===== src/rtl/ft60x_sat_counter.sv =====
// Saturating up-counter with synchronous clear.
//   clk_i : clock, rising edge
//   clr_i : synchronous clear to zero (dominates)
//   inc_i : increment amount this cycle (0 .. 2**INC_W-1)
//   cnt_o : current count, holds at all-ones once reached
module ft60x_sat_counter #(
  parameter int unsigned CNT_W = 32,
  parameter int unsigned INC_W = 2
) (
  input  logic             clk_i,
  input  logic             clr_i,
  input  logic [INC_W-1:0] inc_i,
  output logic [CNT_W-1:0] cnt_o
);

  logic [CNT_W-1:0] cnt_q, cnt_d;
  logic [CNT_W:0]   sum;

  always_comb begin
    sum   = {1'b0, cnt_q} + (CNT_W + 1)'(inc_i);
    // Carry out means the true value passed all-ones: clamp.
    cnt_d = sum[CNT_W] ? '1 : sum[CNT_W-1:0];
  end

  always_ff @(posedge clk_i) begin
    if (clr_i) begin
      cnt_q <= '0;
    end else begin
      cnt_q <= cnt_d;
    end
  end

  assign cnt_o = cnt_q;

endmodule


===== config.mk =====
export PLATFORM = sky130hd
export DESIGN_NAME = ft60x_sat_counter
export DESIGN_NICKNAME = d
export VERILOG_FILES = /design/src/rtl/ft60x_sat_counter.sv
export SDC_FILE = /design/constraint.sdc
export NUM_CORES = 1
export LEC_CHECK = 0
export ABC_AREA = 1
export CORE_ASPECT_RATIO = 0.5
export CORE_UTILIZATION = 35
export CTS_CLUSTER_DIAMETER = 40
export CTS_CLUSTER_SIZE = 30
export DETAILED_ROUTE_END_ITERATION = 10
export DONT_BUFFER_PORTS = 1
export GPL_ROUTABILITY_DRIVEN = 0
export SYNTH_ARGS = -nofsm -noshare
export SYNTH_HDL_FRONTEND = slang
export SYNTH_SLANG_ARGS = --single-unit

===== constraint.sdc =====
create_clock -name clk_i -period 2.4 [get_ports clk_i]
set_input_delay 0.24 -clock clk_i [delete_from_list [all_inputs] [get_ports clk_i]]
set_output_delay 0.24 -clock clk_i [all_outputs]
set_load 0.01 [all_outputs]

# ---- Word level (Yosys, flattened, before mapping)
# Cells that the tools add are included.
# Widths: inputs -> output; s select.
dict set report word_totals {
  regBits 32
  input_bits 4
}
dict set report op_classes {
  add_sub_neg 1
  muxes 1
}
# op count
set ops {}
lappend ops {{$add 32x2->33} 1}
lappend ops {{$mux 32} 1}

# ---- Longest topological paths before layout
# Gate-level depths: netlist of run 1.
dict set report depth {
  ltp_word 2
  depth_mapped 11
}

# ---- Least setup slack after synthesis of run 1
# No wires, ideal clock.
dict set report synth_path {
  path_kind {reg-to-reg}
  startpoint {register cnt_q[0] (netlist: cnt_o[0])}
  endpoint {register cnt_q[21] (netlist: cnt_o[21])}
  arrival_time_ps 1780
  synth_period_minus_slack_ps 1836
  path_buffers 1
  required_time_ps 2344
  path_stages_with_launch 12
  slack_ps 564
  path_cell_list {dfxtp_1 ha_1 inv_1 fa_1 nor2_4 nand2_2 inv_2 nand3_4 buf_6 nand3_1 nand2_1 inv_1}
}
dict set report synth_between {
  elab_chain_len 2
}
# item line
set synth_lines {}
lappend synth_lines {{from (decl)} 16} ;# logic [CNT_W-1:0] cnt_q, cnt_d;
lappend synth_lines {{from (signal assigned)} 29} ;# cnt_q <= cnt_d;
lappend synth_lines {{$add 32x2->33} 20} ;# sum = {1'b0, cnt_q} + (CNT_W + 1)'(inc_i);
lappend synth_lines {{$mux 32} 22} ;# cnt_d = sum[CNT_W] ? '1 : sum[CNT_W-1:0];
# No other way between the ends.
# A chain may end at the register's enable or synchronous reset.

# ---- Worst setup path in the final report of run 1
dict set report layout_path {
  startpoint {register cnt_q[0] (netlist: cnt_o[0])}
  endpoint {register cnt_q[17] (netlist: cnt_o[17])}
}
# The elaborated chain is that of the path after synthesis.

==> flow_summary.yaml, run 1 <==
status:
  outcome: "finished, final reports clean"
power:
  swShare_pct: 22.8
  leakagePower_nw: 0.884
  seq_power_share_pct: 54.1
  ir_drop_mv: 0.200
  internal_power_mw: 0.788
  pwr_density_cell_mw_per_mm2: 485
  switchingPower_mw: 0.233
  pwr-share-comb_pct: 3.5
  clock_power_share_pct: 42.4
worst_setup_path:
  startpoint: "cnt_o[0]"
  cp-start-kind: "flip-flop"
  criticalPathCategory: "flip-flop to flip-flop"
  r2r_cells: 10
  endpoint_kind: "flip-flop"
  arrival_ns: 2.38
  r2r-end: "cnt_o[17]"
  critical_path.most_common_cell: "inv_1"
  worstPathCellList: "ha_1 -> inv_1 -> fa_1 -> nor2_4 -> nand2_2 -> inv_2 -> nand3_4 -> nand3_1 -> nand2_1 -> inv_1"
  r2r-start: "cnt_o[0]"
  cp.required_ns: 2.63
  cp_slowest_cell: "fa_1"
  crit_fanout: 26
  crit_end: "cnt_o[17]"
  critPathMaxStageDelay_ns: 0.43
  r2r_setup_slack_ns: 0.25
final_layout:
  fin_cells: 388
  largest_reg_flops: 32
  area_delta_synth_final_pct: 8.02
  final_nets: 324
  final_util_pct: 41.0
  n_antenna_cell: 0
  drive_gt1_share_pct: 6.60
sta:
  fin_ws_ns: 0.248
  finalCritPeriodShare_pct: 89.7
  finalCriticalPeriod_ns: 2.15
  max_freq_ghz: 0.465
  finClkSkew_ns: 0.00559
  setup_tns_ns: 0
  hold_viol_final: 0
  timing.hold.ws_ns: 0.0172
  relSlewSlack_pct: 61.6
  tightest_slew_ns: 0.573
  rsz0062_at_grt: "no"
  maxSlewViolCount: 0
  final-setup-viol-count: 0
global_routing:
  grt_pass1_wl_mm: 7.72
  grt_pass1_vias: 1719
  antenna_found_initial: 0
  track_usage_pct: 17.4
  grt_overflow: 0
  grt_max_degree: 27
cts:
  numClockSinks: 32
  cts_tree: "yes"
  clk_latency_ns: 0.28
  cts_root_buf: "clkbuf_8"
  cts-htree-levels: 2
  clkTransAtPathRegs_ns: 0.07
  cts_resized: 0
  cts_setup_buffers: 0
  cts_made_buffers: 5
  cts_buffer_depth: 2
  hold_buffers: 0
detailed_routing:
  ant_nets: 0
  vias: 1841
  finalWirelength_mm: 4.59
  viasPerCell: 4.74
  post_drt_wl_per_cell_um: 11.8
  drc_errors: 0
  drt_first_pass_iters: 4
  drt_iter0_markers: 114
die:
  start_util_pct: 38.0
  die_w_um: 108
  fp-row-count: 18
  core_area_mm2: 0.00513
  io_pins: 36
  dieArea_mm2: 0.00589
  die_height_um: 54.8
job:
  cap_violations: 0
placed_design:
  dp.cells: 379
  port_buffers: 0
  pre_cts_slack_ns: 0.268
  place_hpwl_mm: 3.43
synth:
  synthTopCellsByArea: "dfxtp_1 (33%), nand2_1 (19%), inv_1 (10%)"
  syn-cell-area_mm2: 0.00195
  syn-num-nets: 320
  synth_seq_area_share_pct: 32.9
  synth.top_cell.area_share_pct: 32.9
  ys_ff_latch: 32
  synth_cell_type_count: 26
  syn_avg_cell_area_um2: 6.23
  yosys_warnings: 0
  syn_inst: 313
  synth_top_area_cell: "dfxtp_1"
worst_hold_path:
  hold_class: "input pin to flip-flop"
  hold_start: "clr_i"
[routing by layer]
layer  GRT usage, %  routed length, um
met1           20.5               2210
met2           29.6               1940
met3           7.02                392
met4           5.71                 44
met5              0                  0
[final cells by class]
type | instances | area (um2)
sequential | 32 | 641
clock buffer | 8 | 90.1
timing repair buffer | 2 | 17.5
inverter | 56 | 210
multi-input combinational | 220 | 1060
fill | 559 | 3030
tap | 70 | 87.6
[kinds of logic (layout without fill, tap and decap cells)]
family,Yosys count,in the layout,synth area share (%)
adders and majority gates,3,3,2.31
xor gates and xnor gates,10,10,4.49
DFF,32,32,32.9
buffers and inverters,61,66,12.8
AOI/OAI and AO/OA,20,20,5.58
and+or+nand+nor,187,187,42.0
[per-stage QoR]
| step | area (um2) | total power [mW] |
|---|---|---|
| 3_3_place_gp | 2010 | 0.597 |
| 3_5_place_dp | 2010 | 0.598 |
| 4_1_cts | 2100 | 1.03 |
| 5_1_grt | 2110 | 1.07 |
| 2_1_floorplan | 1950 | 0.593 |
| 6_report | 2110 | 1.02 |
[critical path, delay by kind of cell, from the launching register on]
kind | cells | cell delay (ns)
DFF | 1 | 0.38
buffers and inverters | 3 | 0.23
and+or+nand+nor | 5 | 0.87
adders and majority gates | 2 | 0.62
[worst min path at each step]
stage,end,slack (ns),depth (start not counted)
after floorplan,cnt_o[0],0.31,1
after global placement,cnt_o[11],0.30,1
after detailed placement,cnt_o[12],0.31,1
after CTS,cnt_o[12],0.009,1
after global routing,cnt_o[5],0.003,1
final,cnt_o[0],0.02,1
[synth_stat cells]
library cell,instances
a21oi_1,11
buf_2,1
nand3_1,33
a21oi_2,2
xnor2_1,1
nand2_2,4
or2_2,1
o21ai_0,6
a31oi_1,1
nor2_2,1
nor2_4,4
nand3b_1,3
inv_1,54
clkinv_1,1
ha_1,2
clkbuf_1,1
xor2_1,9
nand4_1,2
fa_1,1
dfxtp_1,32
nand2_1,98
inv_2,1
buf_4,1
nand3_4,1
buf_6,2
nor2_1,40
[placed cells by master, fill, tap and decap left out]
master         Yosys  final
clkinv_1           1      1
nand3b_1           3      3
dfxtp_1           32     32
dlygate4sd3_1      0      1
xor2_1             9      9
xnor2_1            1      1
nand2_1           98     98
o21ai_0            6      6
clkbuf_1           1      2
a21oi_1           11     11
nor2_1            40     40
a21oi_2            2      2
nand3_1           33     33
inv_1             54     54
nand3_4            1      1
nand4_1            2      2
a31oi_1            1      1
buf_4              1      1
fa_1               1      1
nand2_2            4      4
nor2_2             1      1
nor2_4             4      4
inv_2              1      1
or2_2              1      1
clkbuf_8           0      6
ha_1               2      2
[power by group through the flow]
| stage | sequential, mW | clock (mW) | combinational, mW |
|---|---|---|---|
| 5_1_grt | 0.553 | 0.472 | 0.0415 |
| 3_3_place_gp | 0.564 | 0 | 0.0332 |
| 2_1_floorplan | 0.562 | 0 | 0.0303 |
| 6_report | 0.552 | 0.432 | 0.0358 |
| 3_5_place_dp | 0.564 | 0 | 0.0334 |
| 4_1_cts | 0.552 | 0.442 | 0.0337 |
Note: power is estimated with default switching activity, not from simulation.
==> run 2, diff against run 1 <==
==> constraint.sdc (replaced) <==
create_clock -name clk_i -period 2 [get_ports clk_i]
set_input_delay 0.2 -clock clk_i [delete_from_list [all_inputs] [get_ports clk_i]]
set_output_delay 0.2 -clock clk_i [all_outputs]
set_load 0.01 [all_outputs]
==> flow_summary.yaml, run 2 (synthesis gave the netlist of run 1 again) <==
cts:
  cts_made_buffers: 5
  cts_setup_buffers: 0
  clk_latency_ns: 0.29
  clkTransAtPathRegs_ns: 0.07
  cts_root_buf: "clkbuf_8"
  cts_tree: "yes"
  cts-htree-levels: 2
  cts_buffer_depth: 2
  numClockSinks: 32
final_layout:
  multiInputGateArea_mm2: 0.00107
  area_delta_synth_final_pct: 17.2
  final_nets: 343
  seq_area_um2: 641
  largest_reg_flops: 32
  fin_cells: 407
  fillCellCount: 551
  layout_common_cells: "nand2_1 (97), inv_1 (54), nor2_1 (39)"
  n_antenna_cell: 0
  final_common_cell: "nand2_1"
  drive_gt1_share_pct: 13.1
  stdcell_area_mm2: 0.00228
placed_design:
  place_hpwl_mm: 3.79
  port_buffers: 0
  dp.cells: 397
  placed_area_mm2: 0.00215
power:
  internal_power_mw: 1.04
  switchingPower_mw: 0.299
  ir_drop_mv: 0.248
  pwr_density_cell_mw_per_mm2: 586
  pwr-share-comb_pct: 4.4
  seq_power_share_pct: 49.2
  total_power_mw: 1.34
  swShare_pct: 22.3
  leakagePower_nw: 0.994
  clock_power_share_pct: 46.5
sta:
  finClkSkew_ns: 0.00472
  maxSlewViolCount: 0
  relSlewSlack_pct: 61.8
  finalCritPeriodShare_pct: 93.0
  final-setup-viol-count: 0
  finalCriticalPeriod_ns: 1.86
  setup_tns_ns: 0
  max_freq_ghz: 0.538
  rsz0062_at_grt: "no"
  hold_viol_final: 0
  tightest_slew_ns: 0.570
global_routing:
  grt_pass1_wl_mm: 8.41
  grt_overflow: 0
  track_usage_pct: 19.3
  antenna_found_initial: 0
  grt_max_degree: 20
  grt_pass1_vias: 1773
detailed_routing:
  viasPerCell: 4.64
  ant_nets: 0
  finalWirelength_mm: 5.08
  drt_first_pass_iters: 4
  drt_iter0_markers: 98
  drc_errors: 0
  post_drt_wl_per_cell_um: 12.5
  vias: 1890
status:
  outcome: "finished, final reports clean"
worst_setup_path:
  crit_fanout: 13
  criticalPathCategory: "flip-flop to flip-flop"
  cp-start-kind: "flip-flop"
  endpoint_kind: "flip-flop"
  arrival_ns: 2.08
  cp.required_ns: 2.22
die:
  io_pins: 36
  fp-row-count: 18
  start_util_pct: 38.0
  die_w_um: 108
  die_height_um: 54.8
  core_area_mm2: 0.00513
  dieArea_mm2: 0.00589
job:
  cap_violations: 0
worst_hold_path:
  hold_class: "input pin to flip-flop"
[run 2: changes by cell type in the layout (fill, tap and decap cells not counted), sizes merged]
cell	before	now
bufinv	0	1
buf	1	19
nor2	45	46
clkbuf	8	6
clkinv	1	2
[run 2: critical path: stages, from the launching register on]
cell     delay (ns)
dfxtp_1        0.33
ha_1           0.17
inv_1          0.06
fa_2           0.37
nor2_4         0.15
nand2_2        0.13
inv_2          0.12
nand3_4        0.10
buf_4          0.20
a21oi_1        0.16
[run 2: per-stage QoR]
step	setup WS, ns	hold WS (ns)	utilization, %
floorplan	0.164	0.269	-
global placement	0.119	0.266	41.9
detailed placement	0.0714	0.266	41.9
CTS	0.0460	0.203	44.2
global route	0.00452	0.227	44.5
finish	0.140	0.199	44.5
[run 2: what timing repair did]
| action | in CTS | in global routing |
|---|---|---|
| endpoints found under the hold margin | 13 | 0 |
| hold buffers | 1 | 0 |
| gates resized for setup | 0 | 3 |
| setup endpoints to repair | 0 | 28 |
[run 2: final timing paths]
check,from,end,slack (ns),cells after the start
setup / recovery,cnt_o[0],cnt_o[7],0.14,9
hold / removal,inc_i[0],cnt_o[0],0.20,3
setup reg to reg,cnt_o[0],cnt_o[7],0.14,9
hold reg to reg,cnt_o[5],cnt_o[5],0.62,2
[run 2: power groups by stage]
stage          Combinational [mW]  Sequential (mW)  Clock [mW]
5_1_grt                    0.0682            0.659       0.665
3_3_place_gp               0.0511            0.673           0
3_5_place_dp               0.0522            0.673           0
6_report                   0.0587            0.659       0.622
4_1_cts                    0.0582            0.659       0.635
2_1_floorplan              0.0364            0.675           0
[run 2: final cells by class]
type,instances,share of cell area [%]
clock inverter,2,1.53
inverter,56,9.20
timing repair buffer,20,7.23
clock buffer,6,3.18
sequential,32,28.0
tap,70,3.83
multi-input combinational,221,47.0
[run 2: routing by layer]
layer  wire length (um)  vias to the layer above  global-route usage, %  part of all wire [%]
li1                   -                      997                      -                     -
met1               2510                      843                   23.8                    49
met3                366                        7                   5.95                   7.2
met2               2130                       43                   31.7                    42
met4                 72                        0                   8.22                   1.4
met5                  0                        -                      0                     0
==> run 3, diff against run 2 <==
--- a/config.mk
+++ b/config.mk
@@ -5,7 +5,6 @@
 export SDC_FILE = /design/constraint.sdc
 export NUM_CORES = 1
 export LEC_CHECK = 0
-export ABC_AREA = 1
 export CORE_ASPECT_RATIO = 0.5
 export CORE_UTILIZATION = 35
 export CTS_CLUSTER_DIAMETER = 40
==> flow_summary.yaml, run 3 <==
status:
  outcome: "complete, but fails checks"
  violations: "DRC, hold timing, setup timing"
worst_setup_path:
  r2r-start: "cnt_o[0]"
  r2r_setup_slack_ns: -0.1
  cp-start-kind: "flip-flop"
  endpoint_kind: "flip-flop"
  crit_fanout: 6
  r2r_cells: 9
  arrival_ns: 2.31
  criticalPathCategory: "flip-flop to flip-flop"
  cp.required_ns: 2.21
  startpoint: "cnt_o[0]"
  r2r-end: "cnt_o[1]"
synth:
  yosys_warnings: 0
  syn_inst: 185
  synth_common_cells: "dfxtp_1 (32), a21oi_1 (13), nand2_1 (13)"
  syn_avg_cell_area_um2: 8.79
  synth_seq_area_share_pct: 39.4
  synth-async-reset-ratio_pct: 0
  synth_cell_type_count: 34
  syn-cell-area_mm2: 0.00163
  synth.top_cell.area_share_pct: 39.4
  synth_top_area_cell: "dfxtp_1"
  synth.most_common_cell: "dfxtp_1"
  syn-num-nets: 192
  synth_edf_count: 0
  synthTopCellsByArea: "dfxtp_1 (39%), xnor2_1 (5.9%), a21oi_2 (4.8%)"
  ys.flop_type: "dfxtp_1"
  ys_ff_latch: 32
final_layout:
  area_delta_synth_final_pct: 39.4
  final_nets: 237
  seq_area_um2: 661
  stdcell_area_mm2: 0.00227
  final_util_pct: 51.2
  layout_common_cells: "buf_4 (42), dfxtp_1 (26), a21oi_2 (14)"
  multiInputGateArea_mm2: 0.00105
  drive_gt1_share_pct: 40.3
  final_common_cell: "buf_4"
  fillCellCount: 407
  n_antenna_cell: 0
  largest_reg_flops: 32
worst_hold_path:
  hold_class: "input pin to flip-flop"
  whs_endpoint: "cnt_o[13]"
  whs_path_depth: 1
  hold_start: "clr_i"
detailed_routing:
  post_drt_wl_per_cell_um: 14.5
  ant_nets: 0
  drt_iter0_markers: 103
  vias: 1532
  drc_errors: 1
  finalWirelength_mm: 4.17
  viasPerCell: 5.32
  drt_first_pass_iters: 9
global_routing:
  grt_overflow: 0
  antenna_found_initial: 0
  grt_max_degree: 33
  grt_pass1_vias: 1466
  grt_pass1_wl_mm: 6.94
  track_usage_pct: 17.8
cts:
  clk_latency_ns: 0.28
  cts-htree-levels: 2
  clkTransAtPathRegs_ns: 0.07
  cts_root_buf: "clkbuf_8"
  cts_tree: "yes"
  cts_made_buffers: 5
  numClockSinks: 32
  cts_buffer_depth: 2
power:
  clock_power_share_pct: 39.5
  pwr-share-comb_pct: 5.4
  swShare_pct: 22.7
  total_power_mw: 1.19
  leakagePower_nw: 0.837
  internal_power_mw: 0.917
  pwr_density_cell_mw_per_mm2: 524
  ir_drop_mv: 0.257
  seq_power_share_pct: 55.1
  switchingPower_mw: 0.270
placed_design:
  port_buffers: 0
  place_hpwl_mm: 2.96
  placed_area_mm2: 0.00202
die:
  core_area_mm2: 0.00442
  die_height_um: 50.2
  start_util_pct: 36.8
  io_pins: 36
  fp-row-count: 17
  die_w_um: 98.4
  dieArea_mm2: 0.00494
sta:
  finalCriticalPeriod_ns: 2.10
  rsz0062_at_grt: "yes"
  setup_tns_ns: -1.35
  relSlewSlack_pct: 57.4
  timing.hold.ws_ns: -0.0320
  finClkSkew_ns: 0.00697
  maxSlewViolCount: 0
  tightest_slew_ns: 0.632
  max_freq_ghz: 0.477
  finalCritPeriodShare_pct: 105
  hold_viol_final: 22
  fin_ws_ns: -0.0981
  final-setup-viol-count: 18
job:
  cap_violations: 0
-- run 3: worst max-delay path by stage --
stage / end / slack (ns) / depth (start not counted)
final: cnt_o[1] / -0.1 / 9
after global placement: cnt_o[9] / -0.06 / 8
after global routing: cnt_o[23] / -0.17 / 9
after detailed placement: cnt_o[9] / -0.12 / 8
after CTS: cnt_o[30] / -0.09 / 9
after floorplan: cnt_o[11] / -0.12 / 10
-- run 3: per-stage QoR --
stage | setup slack [ns] | hold WS, ns | instances
4_1_cts | -0.0851 | -0.0387 | 286
3_3_place_gp | -0.0606 | 0.258 | 277
2_1_floorplan | -0.123 | 0.356 | 185
3_5_place_dp | -0.125 | 0.259 | 277
5_1_grt | -0.172 | -0.0464 | 288
6_report | -0.0981 | -0.0320 | 288
-- run 3: cells by family after synthesis --
| logic type | after synthesis | share of synthesized area (%) |
|---|---|---|
| and+or+nand+nor | 77 | 25.5 |
| buffers and inverters | 16 | 5.62 |
| adders and majority gates | 3 | 2.77 |
| muxes | 2 | 1.23 |
| xor gates and xnor gates | 15 | 8.08 |
| AOI/OAI and AO/OA | 40 | 17.4 |
| DFF | 32 | 39.4 |
-- run 3: metal layers --
metal  share of wire [%]  routed length, um  up-vias  track usage [%]
li1                    -                  -      769                -
met3                 5.2                218        0             5.57
met5                   0                  0        -                0
met4                   0                  0        0             3.73
met1                  53               2210      733             26.0
met2                  42               1740       30             25.7
-- run 3: area by class of cell --
class | instances | share of cell area (%)
Timing Repair Buffer | 48 | 16.9
Clock buffer | 7 | 3.37
Multi-Input combinational cell | 137 | 46.3
Inverter | 6 | 0.993
Clock inverter | 1 | 0.166
Tap cell | 57 | 3.15
Sequential cell | 32 | 29.1
-- run 3: power groups by stage --
stage	clock network (mW)	registers, mW	logic, mW
floorplan	0	0.671	0.0459
global route	0.504	0.656	0.0730
global placement	0	0.668	0.0610
finish	0.468	0.654	0.0646
CTS	0.477	0.654	0.0620
detailed placement	0	0.669	0.0616
-- run 3: repair_timing --
action                     CTS  global route
setup endpoints to repair   24            29
pin swaps                    5             8
setup buffers                1             2
resized for setup           13            20
hold endpoints to repair    28            28
-- run 3: worst max-delay path, stage by stage (launching register included) --
cell	delay, ns
dfxtp_4	0.36
ha_4	0.13
inv_2	0.03
fa_2	0.33
and4b_2	0.32
buf_6	0.13
nand2_8	0.06
or3_4	0.41
buf_6	0.16
a21oi_2	0.11
